**src/rtl/ccff_loader_pkg.sv**
```systemverilog
// ccff_loader_pkg
//   Shared definitions for the configuration-chain loader:
//   - state_e        : loader FSM state encoding
//   - CRC16_POLY/INIT: CRC-16-CCITT constants used by the readback CRC
//   - crc16_step     : one serial MSB-first CRC update
package ccff_loader_pkg;

  typedef enum logic [1:0] {
    IDLE = 2'd0,
    LOAD = 2'd1,
    DONE = 2'd2
  } state_e;

  localparam logic [15:0] CRC16_POLY = 16'h1021;
  localparam logic [15:0] CRC16_INIT = 16'hFFFF;

  function automatic logic [15:0] crc16_step(input logic [15:0] crc, input logic din);
    logic fb;
    fb = crc[15] ^ din;
    crc16_step = {crc[14:0], 1'b0} ^ (fb ? CRC16_POLY : 16'h0000);
  endfunction

endpackage

```
**src/rtl/ccff_crc16.sv**
```systemverilog
// ccff_crc16
//   Serial CRC-16-CCITT accumulator (MSB-first). init takes priority over en.
//   Ports:
//     prog_clk  in   clock
//     reset     in   synchronous active-high reset (loads CRC16_INIT)
//     init      in   reload CRC16_INIT on the next edge
//     en        in   fold din into the CRC on the next edge
//     din       in   serial data bit
//     crc       out  current CRC value
module ccff_crc16
  import ccff_loader_pkg::*;
(
  input  logic        prog_clk,
  input  logic        reset,
  input  logic        init,
  input  logic        en,
  input  logic        din,
  output logic [15:0] crc
);

  logic [15:0] crc_q;
  logic [15:0] crc_d;

  always_comb begin
    crc_d = crc_q;
    if (init) begin
      crc_d = CRC16_INIT;
    end else if (en) begin
      crc_d = crc16_step(crc_q, din);
    end
  end

  always_ff @(posedge prog_clk) begin
    if (reset) begin
      crc_q <= CRC16_INIT;
    end else begin
      crc_q <= crc_d;
    end
  end

  assign crc = crc_q;

endmodule

```
**src/rtl/ccff_loader.sv**
```systemverilog
// ccff_loader
//   Serialises bitstream words MSB-first onto the configuration flip-flop
//   chain of the tile array, gating prog_clk via ccff_shift_en so the chain
//   only advances on valid bits. Stops after exactly CHAIN_LEN bits.
//   Optional feature macro: CCFF_READBACK_EN adds readback_crc, a CRC-16-CCITT
//   of the bits returning on ccff_tail while the chain shifts.
//   Ports:
//     prog_clk       in   clock
//     reset          in   synchronous active-high reset
//     start          in   begin a load (ignored while loading)
//     cfg_word       in   bitstream word, MSB shifted first
//     cfg_valid      in   cfg_word valid
//     cfg_ready      out  word accepted when cfg_valid && cfg_ready
//     ccff_head      out  serial data into the chain head
//     ccff_shift_en  out  chain captures ccff_head on the next edge when high
//     ccff_tail      in   serial data from the chain tail (readback only)
//     busy           out  load in progress
//     done           out  CHAIN_LEN bits shifted; sticky until start/reset
//     bits_left      out  bits still to shift
//     readback_crc   out  (CCFF_READBACK_EN only) CRC of returned tail bits
//
//   state | meaning
//   IDLE  | after reset, waiting for start
//   LOAD  | fetching words and shifting bits onto the chain
//   DONE  | all CHAIN_LEN bits shifted, waiting for start
module ccff_loader
  import ccff_loader_pkg::*;
#(
  parameter  int CHAIN_LEN = 1024,
  parameter  int WORD_W    = 32,
  localparam int CNT_W     = $clog2(CHAIN_LEN + 1)
) (
  input  logic              prog_clk,
  input  logic              reset,
  input  logic              start,
  input  logic [WORD_W-1:0] cfg_word,
  input  logic              cfg_valid,
  output logic              cfg_ready,
  output logic              ccff_head,
  output logic              ccff_shift_en,
  input  logic              ccff_tail,
  output logic              busy,
  output logic              done,
  output logic [CNT_W-1:0]  bits_left
`ifdef CCFF_READBACK_EN
  ,
  output logic [15:0]       readback_crc
`endif
);

  localparam int SC_W = $clog2(WORD_W + 1);

  state_e            state_q, state_d;
  logic              hold_full_q, hold_full_d;
  logic [WORD_W-1:0] hold_word_q, hold_word_d;
  logic [WORD_W-1:0] shf_word_q, shf_word_d;
  logic [SC_W-1:0]   shf_cnt_q, shf_cnt_d;
  logic [CNT_W-1:0]  bits_left_q, bits_left_d;
  logic              head_q, head_d;
  logic              shift_en_q, shift_en_d;
  logic              done_q, done_d;

  logic start_go;
  logic shifting;
  logic move;
  logic need_more;
  logic ready_int;
  logic accept;

  always_comb begin
    start_go  = start && (state_q != LOAD);
    shifting  = (state_q == LOAD) && (shf_cnt_q != '0) && (bits_left_q != '0);
    move      = hold_full_q &&
                ((shf_cnt_q == '0) || (shifting && (shf_cnt_q == SC_W'(1))));
    // Only fetch while the shifter cannot cover the remaining bits, so no
    // word beyond the end of the chain is ever handshaken.
    need_more = 32'(bits_left_q) > 32'(shf_cnt_q);
    ready_int = (state_q == LOAD) && !hold_full_q && need_more;
    accept    = cfg_valid && ready_int;

    state_d     = state_q;
    hold_full_d = hold_full_q;
    hold_word_d = hold_word_q;
    shf_word_d  = shf_word_q;
    shf_cnt_d   = shf_cnt_q;
    bits_left_d = bits_left_q;
    head_d      = head_q;
    shift_en_d  = 1'b0;
    done_d      = done_q;

    case (state_q)
      IDLE, DONE: begin
        if (start_go) begin
          state_d     = LOAD;
          bits_left_d = CNT_W'(CHAIN_LEN);
          done_d      = 1'b0;
          hold_full_d = 1'b0;
          shf_cnt_d   = '0;
        end
      end
      LOAD: begin
        if (bits_left_q == '0) begin
          // Leftover low bits of the final word are discarded here.
          state_d     = DONE;
          done_d      = 1'b1;
          hold_full_d = 1'b0;
          shf_cnt_d   = '0;
        end else begin
          if (shifting) begin
            head_d      = shf_word_q[WORD_W-1];
            shift_en_d  = 1'b1;
            shf_word_d  = {shf_word_q[WORD_W-2:0], 1'b0};
            shf_cnt_d   = shf_cnt_q - SC_W'(1);
            bits_left_d = bits_left_q - CNT_W'(1);
          end
          if (move) begin
            shf_word_d  = hold_word_q;
            shf_cnt_d   = SC_W'(WORD_W);
            hold_full_d = 1'b0;
          end
          if (accept) begin
            hold_word_d = cfg_word;
            hold_full_d = 1'b1;
          end
        end
      end
      default: begin
        state_d = IDLE;
      end
    endcase
  end

  always_ff @(posedge prog_clk) begin
    if (reset) begin
      state_q     <= IDLE;
      hold_full_q <= 1'b0;
      hold_word_q <= '0;
      shf_word_q  <= '0;
      shf_cnt_q   <= '0;
      bits_left_q <= '0;
      head_q      <= 1'b0;
      shift_en_q  <= 1'b0;
      done_q      <= 1'b0;
    end else begin
      state_q     <= state_d;
      hold_full_q <= hold_full_d;
      hold_word_q <= hold_word_d;
      shf_word_q  <= shf_word_d;
      shf_cnt_q   <= shf_cnt_d;
      bits_left_q <= bits_left_d;
      head_q      <= head_d;
      shift_en_q  <= shift_en_d;
      done_q      <= done_d;
    end
  end

  assign cfg_ready     = ready_int;
  assign ccff_head     = head_q;
  assign ccff_shift_en = shift_en_q;
  assign busy          = (state_q == LOAD);
  assign done          = done_q;
  assign bits_left     = bits_left_q;

`ifdef CCFF_READBACK_EN
  ccff_crc16 u_crc16 (
    .prog_clk (prog_clk),
    .reset    (reset),
    .init     (start_go),
    .en       (shift_en_q),
    .din      (ccff_tail),
    .crc      (readback_crc)
  );
`else
  // Tail is only needed for readback; sink it without adding logic.
  logic unused_tail;
  assign unused_tail = ccff_tail;
`endif

endmodule
```
**config.mk**
```make
export PLATFORM = sky130hd
export DESIGN_NAME = ccff_loader
export DESIGN_NICKNAME = d
export VERILOG_FILES = /design/src/rtl/ccff_loader_pkg.sv /design/src/rtl/ccff_crc16.sv /design/src/rtl/ccff_loader.sv
export SDC_FILE = /design/constraint.sdc
export NUM_CORES = 1
export LEC_CHECK = 0
export CORE_MARGIN = 3
export CORE_UTILIZATION = 50
export CTS_BUF_LIST = sky130_fd_sc_hd__clkbuf_16
export DETAILED_ROUTE_END_ITERATION = 12
export HOLD_SLACK_MARGIN = 0.08
export PLACE_DENSITY_LB_ADDON = 0.15
export SYNTH_ARGS = -nofsm -noshare
export SYNTH_HDL_FRONTEND = slang
export SYNTH_HIERARCHICAL = 1
export SYNTH_SLANG_ARGS = --single-unit
```
**constraint.sdc**
```tcl
create_clock -name prog_clk -period 2.35 [get_ports prog_clk]
set_input_delay 0.47 -clock prog_clk [delete_from_list [all_inputs] [get_ports prog_clk]]
set_output_delay 0.47 -clock prog_clk [all_outputs]
set_load 0.02 [all_outputs]
```
==> Yosys cells after proc, flatten, opt, wreduce, memory -nomap -nowiden <==
Cells that the tools add are included.
{ "word_totals": {"word_cells": 73, "output_inout_bits": 16, "regBits": 87} }
{ "classes": {"n_bitwise": 2, "reduce_logical": 27, "muxes": 22, "magnitude_cmp": 1, "eq_ne": 10, "add_sub_neg": 2} }
{ "op_table": {"columns": ["cell", "n"], "rows": [
  ["$mux 32", 2],
  ["$mux 11", 3],
  ["$mux 6", 4],
  ["$pmux 11 s2", 1],
  ["$reduce_and 3->1", 6],
  ["$pmux 6 s2", 1],
  ["$gt 11x6->1", 1],
  ["$logic_not 11->1", 1],
  ["$reduce_bool 11->1", 1],
  ["$sub 11x1->11 const B", 1],
  ["$logic_and 1x1->1", 8],
  ["$ne 4x1->1 const B", 2],
  ["$eq 6x1->1 const B", 1],
  ["$logic_not 6->1", 1],
  ["$mux 1", 6],
  ["$ne 2x1->1 const B", 3],
  ["$reduce_bool 6->1", 1],
  ["$sub 6x1->6 const B", 1],
  ["$mux 2", 2],
  ["$ne 2x2->1 const B", 2],
  ["$pmux 1 s2", 2],
  ["$pmux 2 s2", 1],
  ["$reduce_and 4->1", 1],
  ["$reduce_bool 2->1", 2],
  ["9 further kinds", 10]
]} }

==> Logic depth before layout (Yosys ltp) <==
Gate-level depths: netlist of the first run.
{ "depth": {"depth_word": 10, "depth_mapped": 9, "mapped_depth_nobuf": 7} }

==> Worst setup path after synthesis of the first run <==
Ideal clock, no wire load.
{ "synth_path": {"path_type": "flip-flop to flip-flop", "startpoint": "register bits_left_q[0], in the netlist bits_left[0]", "endpoint": "register shf_word_q[10]", "arrival_time_ns": 2.163, "slack_ns": 0.045, "n_path_buf": 2, "synth_period_minus_slack_ns": 2.305, "path_stages_with_launch": 9, "cell_sequence": "dfxtp_1 inv_1 ha_1 nor2b_1 a41oi_1 o21a_1 buf_2 clkbuf_1 a311oi_1"} }
{ "synth_via": {"elab_chain_cells": 7} }
{ "synth_lines": {"columns": ["item", "line", "rtl"], "rows": [
  ["start: declaration", "ccff_loader.sv:58", "logic [CNT_W-1:0] bits_left_q, bits_left_d;"],
  ["start signal: assignment", "ccff_loader.sv:150", "bits_left_q <= bits_left_d;"],
  ["$reduce_bool 11->1", "ccff_loader.sv:72", "shifting = (state_q == LOAD) && (shf_cnt_q != '0) && (bits_left_q != '0);"],
  ["$logic_and 1x1->1", "ccff_loader.sv:72", null],
  ["$logic_and 1x1->1", "ccff_loader.sv:74", "((shf_cnt_q == '0) || (shifting && (shf_cnt_q == SC_W'(1))));"],
  ["$logic_or 1x1->1", "ccff_loader.sv:74", null],
  ["$logic_and 1x1->1", "ccff_loader.sv:73", "move = hold_full_q &&"],
  ["$reduce_bool 2->1 (no line)", null, null],
  ["$reduce_and 3->1 (no line)", null, null],
  ["end signal: assignment", "ccff_loader.sv:148", "shf_word_q <= shf_word_d;"],
  ["end: declaration", "ccff_loader.sv:56", "logic [WORD_W-1:0] shf_word_q, shf_word_d;"]
]} }
Parallel ways exist; a longest one is shown, timed or not.
A chain may end at the register's enable or synchronous reset.

==> Worst setup path in the final report of the first run <==
{ "layout_path": {"startpoint": "register shf_cnt_q[2]", "endpoint": "output port cfg_ready"} }
{ "layout_via": {"elab_chain_cells": 2} }
{ "layout_lines": {"columns": ["item", "line", "rtl"], "rows": [
  ["start: declaration", "ccff_loader.sv:57", "logic [SC_W-1:0] shf_cnt_q, shf_cnt_d;"],
  ["start signal: assignment", "ccff_loader.sv:149", "shf_cnt_q <= shf_cnt_d;"],
  ["$gt 11x6->1", "ccff_loader.sv:77", "need_more = 32'(bits_left_q) > 32'(shf_cnt_q);"],
  ["$logic_and 1x1->1", "ccff_loader.sv:78", "ready_int = (state_q == LOAD) && !hold_full_q && need_more;"],
  ["end: declaration", "ccff_loader.sv:38", "output logic cfg_ready,"]
]} }
Every way passes these cells.

==> flow_summary.toml, run 1 <==
[route]
top_layer = "met4"
vias = 3636
wire_per_inst_um = 14.3
wirelength_met1_um = 4520
met2_wirelength_um = 4430
antenna_left = 0
firstDrtPassIters = 4
dr_wl_met3_um = 455
wirelength_um = 9510
drc = 0
drtIter0Drc = 146
via_per_inst = 5.45

[global_routing]
grt_max_degree = 74
antenna_found_initial = 0
grt_pass1_vias = 3404
grt_overflow_total = 0
track_usage_pct = 20.0
grt_pass1_wl_um = 16000

[worst_setup_path]
path_cells = "inv_1 -> ha_1 -> a21oi_1 -> a21oi_2 -> o22a_1 -> nor2_2 -> nor3_2 -> buf_4"
critical_path.top_delay_family = "compound AO/OA/AOI/OAI gates"
critPathSlowestCell = "dfxtp_1"
worst_r2r_path_depth = 6
crit_path_end_kind = "output pin"
reg2reg_to = "shf_word_q[15]"
ff2ff_setup_slack_ps = 120
path_depth = 8
critPathRequiredTime_ps = 1880
critPathLaunch = "shf_cnt_q[2]"
cp.arrival_ps = 1810
max_stage_delay_ps = 330
critical_path_buf_inv_count = 2
startpoint_type = "flop"
crit_type = "reg2out"
timing.rr.start = "bits_left[8]"
cp-endpoint = "cfg_ready"
critPathMaxFanout = 3

[logic_synthesis]
syn_inst = 486
async_flop_share_pct = 0
ys.flop_type = "dfxtp_1"
yosys.area_share.simple_pct = 27.9
synthXorXnorAreaFrac_pct = 0.635
yosys_warnings = 6
synth_top_family_by_area = "simple AND/OR/NAND/NOR gates"
synth_fa_ha_area_share_pct = 3.02
synthMuxAreaShare_pct = 7.98
synth_edf_count = 0
netlist_area_um2 = 4140
ys_seq_area_share_pct = 42.1
syn-num-nets = 533
synth_cell_type_count = 39
synth_seq_cells = 87
synth-compound-area-share_pct = 14.2
synth.avg_cell_area_um2 = 8.52

[clock_tree]
numCtsBuffers = 9
clock_sinks = 87
clkLatencyLatePin_ps = 330
clockRootBuffer = "clkbuf_16"
path_clk_slew_ps = 60
htree_num_levels = 3
cts_tree = "yes"
clock_path_buffers = 2

[place]
place_inst = 650
io_buffer_count = 51
place_area_um2 = 5050
dpl_worst_slack_ps = -43.3
gp_congestion = 0.876
hpwl_um = 6210

[timing]
grt_setup_unrepaired = "false"
period_share_pct = 97.2
hold_viol = 0
worst_slew_pin_slew_ps = 471
finalCriticalPeriod_ps = 2280
whs_ps = 456
max_slew_margin_pct = 68.6
skew_ps = 6.60
fin_tns_setup_ps = 0
maxSlewViolCount = 0
fmax_mhz = 438
setup_viol = 0
setup_ws_ps = 65.3

[floorplan]
dieArea_um2 = 9410
core-area_um2 = 7890
fp.dieH_um = 97.0
rows = 32
start_util_pct = 52.5
die_w_um = 97.0
ioPinCount = 53

[layout]
stdcell_count = 667
final_area_um2 = 5430
fin_util_pct = 68.9
area_growth_pct = 31.2
final_nets = 608
drive_above_1_share_pct = 14.7
antenna_cells = 0

[power]
total_power_mw = 5.04
peakVddDrop_mv = 0.445
p_per_area_nw_per_um2 = 927
p_leak_nw = 1.89

[job]
maxCapViolations = 0

[min_path]
hold_path.class = "reg2reg"
hp-start = "done"

[status]
status = "finished clean"
==> routing by layer <==
layer	global-route usage, %	vias up
li1	-	1846
met1	27.2	1690
met2	32.0	87
met3	4.33	13
met4	6.05	0
met5	0	-
==> cell usage after synthesis (all sizes together) (2+ instances only) <==
cell type	count	area, µm²
a211oi	2	15.0
a21oi	21	105
a311oi	32	280
buf	11	55.1
clkbuf	22	82.6
dfxtp	87	1740
ha	10	125
inv	10	37.5
mux2i	33	330
nand2	77	289
nand2b	69	432
nand3	10	50.1
nand3b	2	15.0
nand4	5	31.3
nor2	45	169
nor2b	2	12.5
nor3	4	20.0
nor4	3	40.0
o21a	3	22.5
o21ai	8	40.0
o31ai	3	22.5
o41ai	3	26.3
or2	3	18.8
or3	3	18.8
or4	6	48.8
xor2	3	26.3
==> placed cells by master (no fill, tap or decap), types with 4 or more instances in the layout <==
cell type,instances
a21oi_1,20
a311oi_1,28
a311oi_2,4
buf_12,6
buf_4,40
clkbuf_16,10
clkdlybuf4s50_1,49
dfxtp_1,87
ha_1,9
inv_1,9
mux2i_1,33
nand2_1,77
nand2b_1,69
nand3_1,9
nand4_1,5
nor2_1,44
o21ai_0,7
or4_1,5
==> layout make-up <==
class                      count  area, µm²
clock inverter                 6       61.3
multi-input combinational    356       2300
timing repair buffer          97        941
inverter                      10       37.5
sequential                    87       1740
fill                         624       2450
tap                          102        128
clock buffer                   9        225
==> report_power, final <==
part | internal, mW | switching (mW)
clock network | 0.814 | 0.584
logic | 0.873 | 0.955
registers | 1.69 | 0.126
total | 3.37 | 1.66
==> worst register-to-register path, cell delays in order (launching register included) <==
cell	delay (ps)
dfxtp_1	360
or4_4	550
nor4_4	430
o21a_2	270
buf_12	170
nand2_1	90
a311oi_2	280
==> registers in the layout, summed over array words and instances, names as in the netlist <==
signal         cells
bits_left         11
ccff_head          1
ccff_shift_en      1
done               1
hold_full_q        1
hold_word_q       32
shf_cnt_q          6
shf_word_q        32
state_q            2
==> worst min-delay path by stage <==
| stage | cells after the start | to | slack [ps] |
|---|---|---|---|
| floorplan | 2 | state_q[1] | 430 |
| detailed placement | 2 | state_q[1] | 450 |
| finish | 2 | done | 460 |
| global route | 2 | done | 470 |
| global placement | 2 | state_q[1] | 440 |
| CTS | 2 | done | 460 |
==> cell families after synthesis <==
kind of cell | after synthesis
muxes | 33
DFF | 87
AOI/OAI and AO/OA | 80
xor gates and xnor gates | 3
buffers and inverters | 43
adders and majority gates | 10
and+or+nand+nor | 230
==> what timing repair did <==
item / 4_1_cts / 5_1_grt
pin swaps: 0 / 3
hold buffers: 0 / 0
gates cloned: 0 / 1
setup endpoints to repair: 2 / 17
setup buffers: 0 / 1
resized for setup: 6 / 13
No activity file was read; power rests on OpenSTA's default activity.
==> run 2, diff against run 1 <==
CORE_UTILIZATION = 45   (was 50)
==> flow_summary.toml, run 2 (synthesized netlist as in run 1, its figures left out) <==
[route]
drc = 0
antenna_left = 0
firstDrtPassIters = 6
via_per_inst = 5.48
wire_per_inst_um = 14.3
vias = 3691
drtIter0Drc = 151
wirelength_um = 9620

[clock_tree]
numCtsBuffers = 9
cts_hold_buf = 0
clockRootBuffer = "clkbuf_16"
clkLatencyLatePin_ps = 330
htree_num_levels = 3
cts_tree = "yes"
clock_path_buffers = 2
clock_sinks = 87
path_clk_slew_ps = 60

[layout]
fin_util_pct = 61.8
final_nets = 608
drive_above_1_share_pct = 14.7
antenna_cells = 0
multi_input_area_um2 = 2280
area_growth_pct = 32.1
layout_common_cells = "dfxtp_1, nand2_1, nand2b_1"
final_common_cell = "dfxtp_1"
stdcell_count = 673
final_area_um2 = 5470
regArea_um2 = 1740
fillCellCount = 779

[global_routing]
track_usage_pct = 18.8
grt_pass1_vias = 3421
antenna_found_initial = 0
grt_max_degree = 76
grt_pass1_wl_um = 15800
grt_overflow_total = 0

[timing]
hold_viol = 0
finalCriticalPeriod_ps = 2260
fmax_mhz = 442
whs_ps = 459
setup_viol = 0
worst_slew_pin_slew_ps = 387
maxSlewViolCount = 0
fin_tns_setup_ps = 0
grt_setup_unrepaired = "true"
setup_ws_ps = 89.6
skew_ps = 9.47
max_slew_margin_pct = 74.2
period_share_pct = 96.2

[power]
seqPwrFrac_pct = 34.9
peakVddDrop_mv = 0.421
p_per_area_nw_per_um2 = 949
combinationalPowerShare_pct = 35.7
total_power_mw = 5.19
swShare_pct = 32.2
p_leak_nw = 1.90
net-switching-power_mw = 1.67
intPower_mw = 3.52
pwr-share-clk_pct = 29.4

[floorplan]
die_w_um = 102
fp.dieH_um = 102
rows = 34
core-area_um2 = 8850
dieArea_um2 = 10400
start_util_pct = 46.8
ioPinCount = 53

[min_path]
hold_end = "done"
hp-start = "done"
holdPathStages = 2
hold_path.class = "reg2reg"

[worst_setup_path]
timing.rr.start = "bits_left[2]"
crit_type = "reg2out"
ff2ff_setup_slack_ps = 160
reg2reg_to = "shf_word_q[23]"
critPathMaxFanout = 2
cp.arrival_ps = 1790
crit_path_end_kind = "output pin"
critPathRequiredTime_ps = 1880
worst_r2r_path_depth = 7
startpoint_type = "flop"

[place]
gp_congestion = 0.869
io_buffer_count = 51
place_inst = 656
hpwl_um = 6470
dpl_worst_slack_ps = 7.97
place_area_um2 = 5070

[job]
maxCapViolations = 0

[status]
status = "finished clean"
==> run 2: worst max-delay path by stage <==
stage | from | to | slack, ps | cells after the start
floorplan | bits_left[0] | shf_word_q[10] | 40 | 8
global placement | shf_cnt_q[5] | cfg_ready | 10 | 8
detailed placement | shf_cnt_q[2] | cfg_ready | 8 | 8
CTS | shf_cnt_q[5] | cfg_ready | 50 | 9
global route | bits_left[0] | cfg_ready | -4 | 8
finish | shf_cnt_q[5] | cfg_ready | 90 | 9
==> run 2: metal layers <==
metal	vias to the layer above	track usage, %	wire [µm]
met5	-	0	0
met4	0	7.87	171
met3	15	3.41	416
met2	85	29.1	4510
met1	1748	25.8	4520
li1	1843	-	-
==> run 2: area by class of cell <==
class	instances	share of cell area [%]
multi-input combinational	356	41.8
sequential	87	31.9
clock inverter	6	1.72
inverter	10	0.686
timing repair buffer	97	17.4
clock buffer	9	4.12
tap	108	2.47
==> run 2: worst max-delay path: stages, from the launching register on <==
cell and delay, ps:
dfxtp_1 340, inv_2 60, ha_4 210, buf_4 130, a21oi_1 130, nand2_1 70, o22a_1 200, nor2_1 100
nor3_1 50, buf_2 170
==> run 2: power by group through the flow <==
stage          clock network [mW]  logic (mW)  registers [mW]
3_3_place_gp                    0        1.73            1.83
6_report                     1.53        1.85            1.81
2_1_floorplan                   0       0.994            1.87
3_5_place_dp                    0        1.77            1.84
4_1_cts                      1.56        1.78            1.81
5_1_grt                      1.62        2.04            1.84
==> run 2: repair_timing <==
item	4_1_cts	5_1_grt
gates resized for setup	5	11
gates cloned	0	1
pin swaps	0	4
setup endpoints to repair	1	38
buffers inserted	0	1
==> edit 1 (config.mk and constraints of run 2) <==
The 3 states of `state_e` get a one-hot encoding in 3 bits.
--- a/src/rtl/ccff_loader_pkg.sv
+++ b/src/rtl/ccff_loader_pkg.sv
@@ -5,10 +5,10 @@
 //   - crc16_step     : one serial MSB-first CRC update
 package ccff_loader_pkg;
 
-  typedef enum logic [1:0] {
-    IDLE = 2'd0,
-    LOAD = 2'd1,
-    DONE = 2'd2
+  typedef enum logic [2:0] {
+    IDLE = 3'b001,
+    LOAD = 3'b010,
+    DONE = 3'b100
   } state_e;
 
   localparam logic [15:0] CRC16_POLY = 16'h1021;
Check against the original RTL: same outputs for any inputs over 10 cycles, from zero or initial values and one cycle with reset high; not proved beyond that.
==> edit 1 against run 2 <==
- non-clock buffer count down 4
- area after synthesis up 5.6%
- register-to-register slack worse by 0.15 ns
- routed wire length up 0.73%
- via count down 3.0%
- count of clock-buffer cells in the layout unchanged
- die area up 5.2%
- cell area up 3.2%
- setup slack worse by 0.083 ns
- sequential cell count up 1
- synthesized cell count up 0.62%
Power is not compared: it rests on default switching activity, and its combinational part moved more than twofold at a synthesized area within 25%.
==> edit 1: results <==
# TYPE chip_impl_metric gauge
chip_impl_info{name="run_status",value="finished clean"} 1
chip_impl_info{name="holdPathEnd",value="shf_word_q[13]"} 1
chip_impl_metric{name="globalplace.congestion",unit=""} 0.8578
chip_impl_metric{name="grt_first_pass_wirelength",unit="µm"} 15840
chip_impl_metric{name="met2_usage",unit=""} 0.2791
chip_impl_metric{name="post_cts_resize_count",unit=""} 3
chip_impl_info{name="critical_path.top_delay_family",value="simple AND/OR/NAND/NOR gates"} 1
chip_impl_metric{name="grt_use_met1",unit=""} 0.2332
chip_impl_metric{name="drt-pass1-iter-count",unit=""} 7
chip_impl_metric{name="routed-wl-met2",unit="µm"} 4635
chip_impl_metric{name="placed_cells",unit=""} 673
chip_impl_metric{name="final_layout_size_suffix_gt1_frac",unit=""} 0.1854
chip_impl_metric{name="postSynthAreaPerCell",unit="µm²"} 8.938
chip_impl_metric{name="reg2reg_depth",unit=""} 6
chip_impl_metric{name="vias_in_the_first_global_route",unit=""} 3318
chip_impl_metric{name="met3_routed_length",unit="µm"} 353
chip_impl_metric{name="detailed_place.area",unit="µm²"} 5165
chip_impl_metric{name="synth-seq-area-share",unit=""} 0.4031
chip_impl_metric{name="relSlewSlack",unit=""} 0.7188
chip_impl_metric{name="regToRegSetupSlack",unit="ns"} 0.007
chip_impl_metric{name="clock_skew",unit="ns"} 0.006196
chip_impl_metric{name="final.fill_count",unit=""} 835
chip_impl_info{name="synthTopCellsByArea",value="dfxtp_1 (40%), nand2b_1 (9.4%), mux2i_1 (7.3%)"} 1
chip_impl_metric{name="detail_route.wl_per_cell",unit="µm"} 14.04
chip_impl_metric{name="dpl.hpwl",unit="µm"} 6263
chip_impl_metric{name="design.final.nets",unit=""} 606
chip_impl_metric{name="holdWs",unit="ns"} 0.4508
chip_impl_info{name="critical_path.reg2reg.endpoint",value="shf_word_q[11]"} 1
==> edit 1: worst register-to-register path, cell delays in order, from the launching register on <==
cell,delay (ns)
dfxtp_2,0.34
or4_4,0.57
or4_4,0.54
a21oi_4,0.32
clkbuf_16,0.23
nand2_2,0.06
a311oi_2,0.21
==> edit 1: cell families (layout without fill, tap and decap cells) <==
| family | after synthesis | after routing | share of synthesized area |
|---|---|---|---|
| adders and majority gates | 10 | 10 | 0.02863 |
| AOI/OAI and AO/OA | 98 | 98 | 0.1675 |
| buffers and inverters | 46 | 118 | 0.06384 |
| and+or+nand+nor | 205 | 205 | 0.2431 |
| muxes | 33 | 33 | 0.07587 |
| xor gates and xnor gates | 9 | 9 | 0.01804 |
| DFF | 88 | 88 | 0.4031 |
==> edit 1: worst max path at each step <==
| stage | start | end | slack, ns | depth (start not counted) |
|---|---|---|---|---|
| floorplan | bits_left[2] | shf_word_q[31] | 0.07 | 7 |
| global placement | shf_cnt_q[5] | cfg_ready | 0.02 | 8 |
| detailed placement | shf_cnt_q[5] | cfg_ready | -0.03 | 8 |
| CTS | shf_cnt_q[5] | cfg_ready | -0.10 | 8 |
| global route | bits_left[7] | shf_word_q[2] | -0.04 | 7 |
| finish | bits_left[2] | shf_word_q[11] | 0.007 | 6 |
==> edit 1: final cells by class <==
| type | count | area [µm²] | area share |
|---|---|---|---|
| clock inverter | 4 | 72.57 | 0.01286 |
| inverter | 12 | 45.04 | 0.007982 |
| clock buffer | 9 | 225.2 | 0.03991 |
| timing repair buffer | 93 | 939.7 | 0.1665 |
| multi-input combinational | 355 | 2435 | 0.4315 |
| sequential | 88 | 1764 | 0.3126 |
| tap | 129 | 161.4 | 0.02860 |
==> edit 2 (flow settings as in run 2) <==
Without the edit above. The parameter `WORD_W` goes from 32 to 16.
--- a/src/rtl/ccff_loader.sv
+++ b/src/rtl/ccff_loader.sv
@@ -27,7 +27,7 @@
   import ccff_loader_pkg::*;
 #(
   parameter  int CHAIN_LEN = 1024,
-  parameter  int WORD_W    = 32,
+  parameter  int WORD_W    = 16,
   localparam int CNT_W     = $clog2(CHAIN_LEN + 1)
 ) (
   input  logic              prog_clk,
Interface: changed (resized cfg_word); port bits go from 53 to 37. The function was not compared with the original's and may differ.
==> edit 2 against run 2 <==
- total power shrank 61%
- sequential share of layout area down 1.5 points
- worst hold slack got worse by 0.0015 ns
- sequential cell count fell by 33
- area after synthesis shrank 35%
- first-iteration DRC count down 40%
- cell area shrank 35%
- die area fell by 33%
- routed wire length decreased by 35%
- sequential power down 48%
- setup slack worse by 0.071 ns
- count of clock-buffer cells in the layout down 4
- critical path type unchanged
==> edit 2: results <==
# TYPE chip_impl_metric gauge
chip_impl_metric{name="power.ir.vdd_worst",unit="mV"} 0.4331
chip_impl_info{name="cts_root_buffer",value="clkbuf_16"} 1
chip_impl_metric{name="grt_first_pass_wirelength",unit="µm"} 10520
chip_impl_metric{name="setup_slack",unit="ns"} 0.01818
chip_impl_metric{name="final.fill_count",unit=""} 506
chip_impl_metric{name="worst-endpoint-arrival",unit="ns"} 1.86
chip_impl_metric{name="antennaDiodeCount",unit=""} 0
chip_impl_metric{name="synth_nets",unit=""} 337
chip_impl_metric{name="worst-slew-pin-transition",unit="ns"} 0.4636
chip_impl_metric{name="vias",unit=""} 2351
chip_impl_metric{name="ys_types",unit=""} 50
chip_impl_metric{name="antenna_left",unit=""} 0
chip_impl_metric{name="dpl.hpwl",unit="µm"} 4581
chip_impl_info{name="synth_largest_area_cell",value="dfxtp_1"} 1
chip_impl_metric{name="clk_path_buf_depth",unit=""} 2
chip_impl_metric{name="critPathMaxFanout",unit=""} 2
chip_impl_metric{name="io_buffer_count",unit=""} 35
chip_impl_metric{name="leakage_power_figure",unit="nW"} 1.328
chip_impl_info{name="synthTopCellsByArea",value="dfxtp_1 (40%), nand2_1 (8.0%), a21oi_1 (5.9%)"} 1
chip_impl_metric{name="final_layout_size_suffix_gt1_frac",unit=""} 0.2049
chip_impl_info{name="ys_top_cells_by_count",value="nand2_1 (58), dfxtp_1 (54), a21oi_1 (32), nor2_1 (32), mux2i_1 (16)"} 1
chip_impl_metric{name="clock_tree.htree_level_count",unit=""} 2
chip_impl_metric{name="globalplace.congestion",unit=""} 0.9165
chip_impl_metric{name="drt_first_iter_violations",unit=""} 91
chip_impl_metric{name="vias_in_the_first_global_route",unit=""} 2208
chip_impl_metric{name="clock_skew",unit="ns"} 0.004280
chip_impl_metric{name="regToRegSetupSlack",unit="ns"} 0.14
chip_impl_metric{name="design.final.nets",unit=""} 401
chip_impl_info{name="run_status",value="finished clean"} 1
chip_impl_metric{name="holdWs",unit="ns"} 0.4573
chip_impl_metric{name="drt-pass1-iter-count",unit=""} 4
chip_impl_metric{name="dpl_worst_slack",unit="ns"} -0.08609
chip_impl_metric{name="maximum_number_of_pins_on_one_net_before_global_route_repair",unit=""} 32
chip_impl_metric{name="gr-usage-all-layers",unit=""} 0.1828
chip_impl_metric{name="synth-seq-area-share",unit=""} 0.3994
chip_impl_metric{name="drt_wl_total",unit="µm"} 6275
chip_impl_metric{name="cts_bufs_inserted",unit=""} 5
chip_impl_metric{name="clk-insertion-delay-late",unit="ns"} 0.29
==> edit 2: changes by cell type after synthesis, sizes merged, moves of 4 or more <==
cell | run 2 | this run
mux2i | 33 | 16
nand2b | 69 | 3
or4 | 6 | 0
a21oi | 21 | 33
dfxtp | 87 | 54
buf | 11 | 7
nor2 | 45 | 32
a311oi | 32 | 0
nand2 | 77 | 58
clkbuf | 22 | 8
o21ai | 8 | 2
a211oi | 2 | 15
==> edit 2: layout make-up <==
cell class / instances / share of cell area
Clock buffer: 5 / 0.03504
Clock inverter: 2 / 0.01086
Inverter: 11 / 0.01156
Multi-Input combinational cell: 227 / 0.4271
Sequential cell: 54 / 0.3034
Tap cell: 72 / 0.02523
Timing Repair Buffer: 72 / 0.1868
==> edit 2: per-stage QoR <==
step / area, µm² / cells / util
final: 3571 / 443 / 0.6292
after detailed placement: 3328 / 432 / 0.5864
after CTS: 3503 / 439 / 0.6173
after global routing: 3571 / 443 / 0.6292
after global placement: 3328 / 432 / 0.5864
after floorplan: 2706 / 307 / -
==> edit 2: repair_timing <==
item | in CTS | in global routing
hold buffers | 0 | 0
endpoints found under the setup margin | 1 | 18
buffers inserted | 0 | 4
gates resized for setup | 7 | 6
pin swaps | 2 | 6
==> edit 2: per-layer routing <==
| layer | GRT usage | part of all wire |
|---|---|---|
| met4 | 0.05263 | 0.011 |
| met1 | 0.2615 | 0.48 |
| met5 | 0 | 0 |
| met3 | 0.02764 | 0.056 |
| met2 | 0.2850 | 0.46 |
==> edit 2: final timing paths <==
path | start | to | depth (start not counted)
setup / recovery | shf_cnt_q[4] | cfg_ready | 8
hold / removal | hold_word_q[9] | hold_word_q[9] | 2
setup reg to reg | bits_left[0] | shf_cnt_q[1] | 8
hold reg to reg | hold_word_q[9] | hold_word_q[9] | 2
==> edit 2: kinds of logic (layout without fill, tap and decap cells) <==
group                    Yosys count  in the layout  synth area share
AO/OA/AOI/OAI                     64             64            0.1905
flip-flops                        54             54            0.3994
multiplexers                      16             16           0.05918
AND/OR/NAND/NOR                  130            130            0.2344
buffers and inverters             26             90           0.04900
XOR/XNOR                           8              8           0.02589
adder cells (fa/ha/maj)            9              9           0.04161
==> edit 2: critical path, stage by stage (launching register included) <==
cell	delay [ns]
dfxtp_2	0.34
inv_2	0.05
ha_4	0.26
nand4bb_1	0.13
buf_4	0.16
a21o_1	0.15
a41oi_2	0.21
and2_1	0.17
buf_6	0.12
==> edit 2: power breakdown <==
part	internal, mW	switching, mW
registers	0.929	0.00852
clock network	0.498	0.319
logic	0.123	0.132
total	1.55	0.460
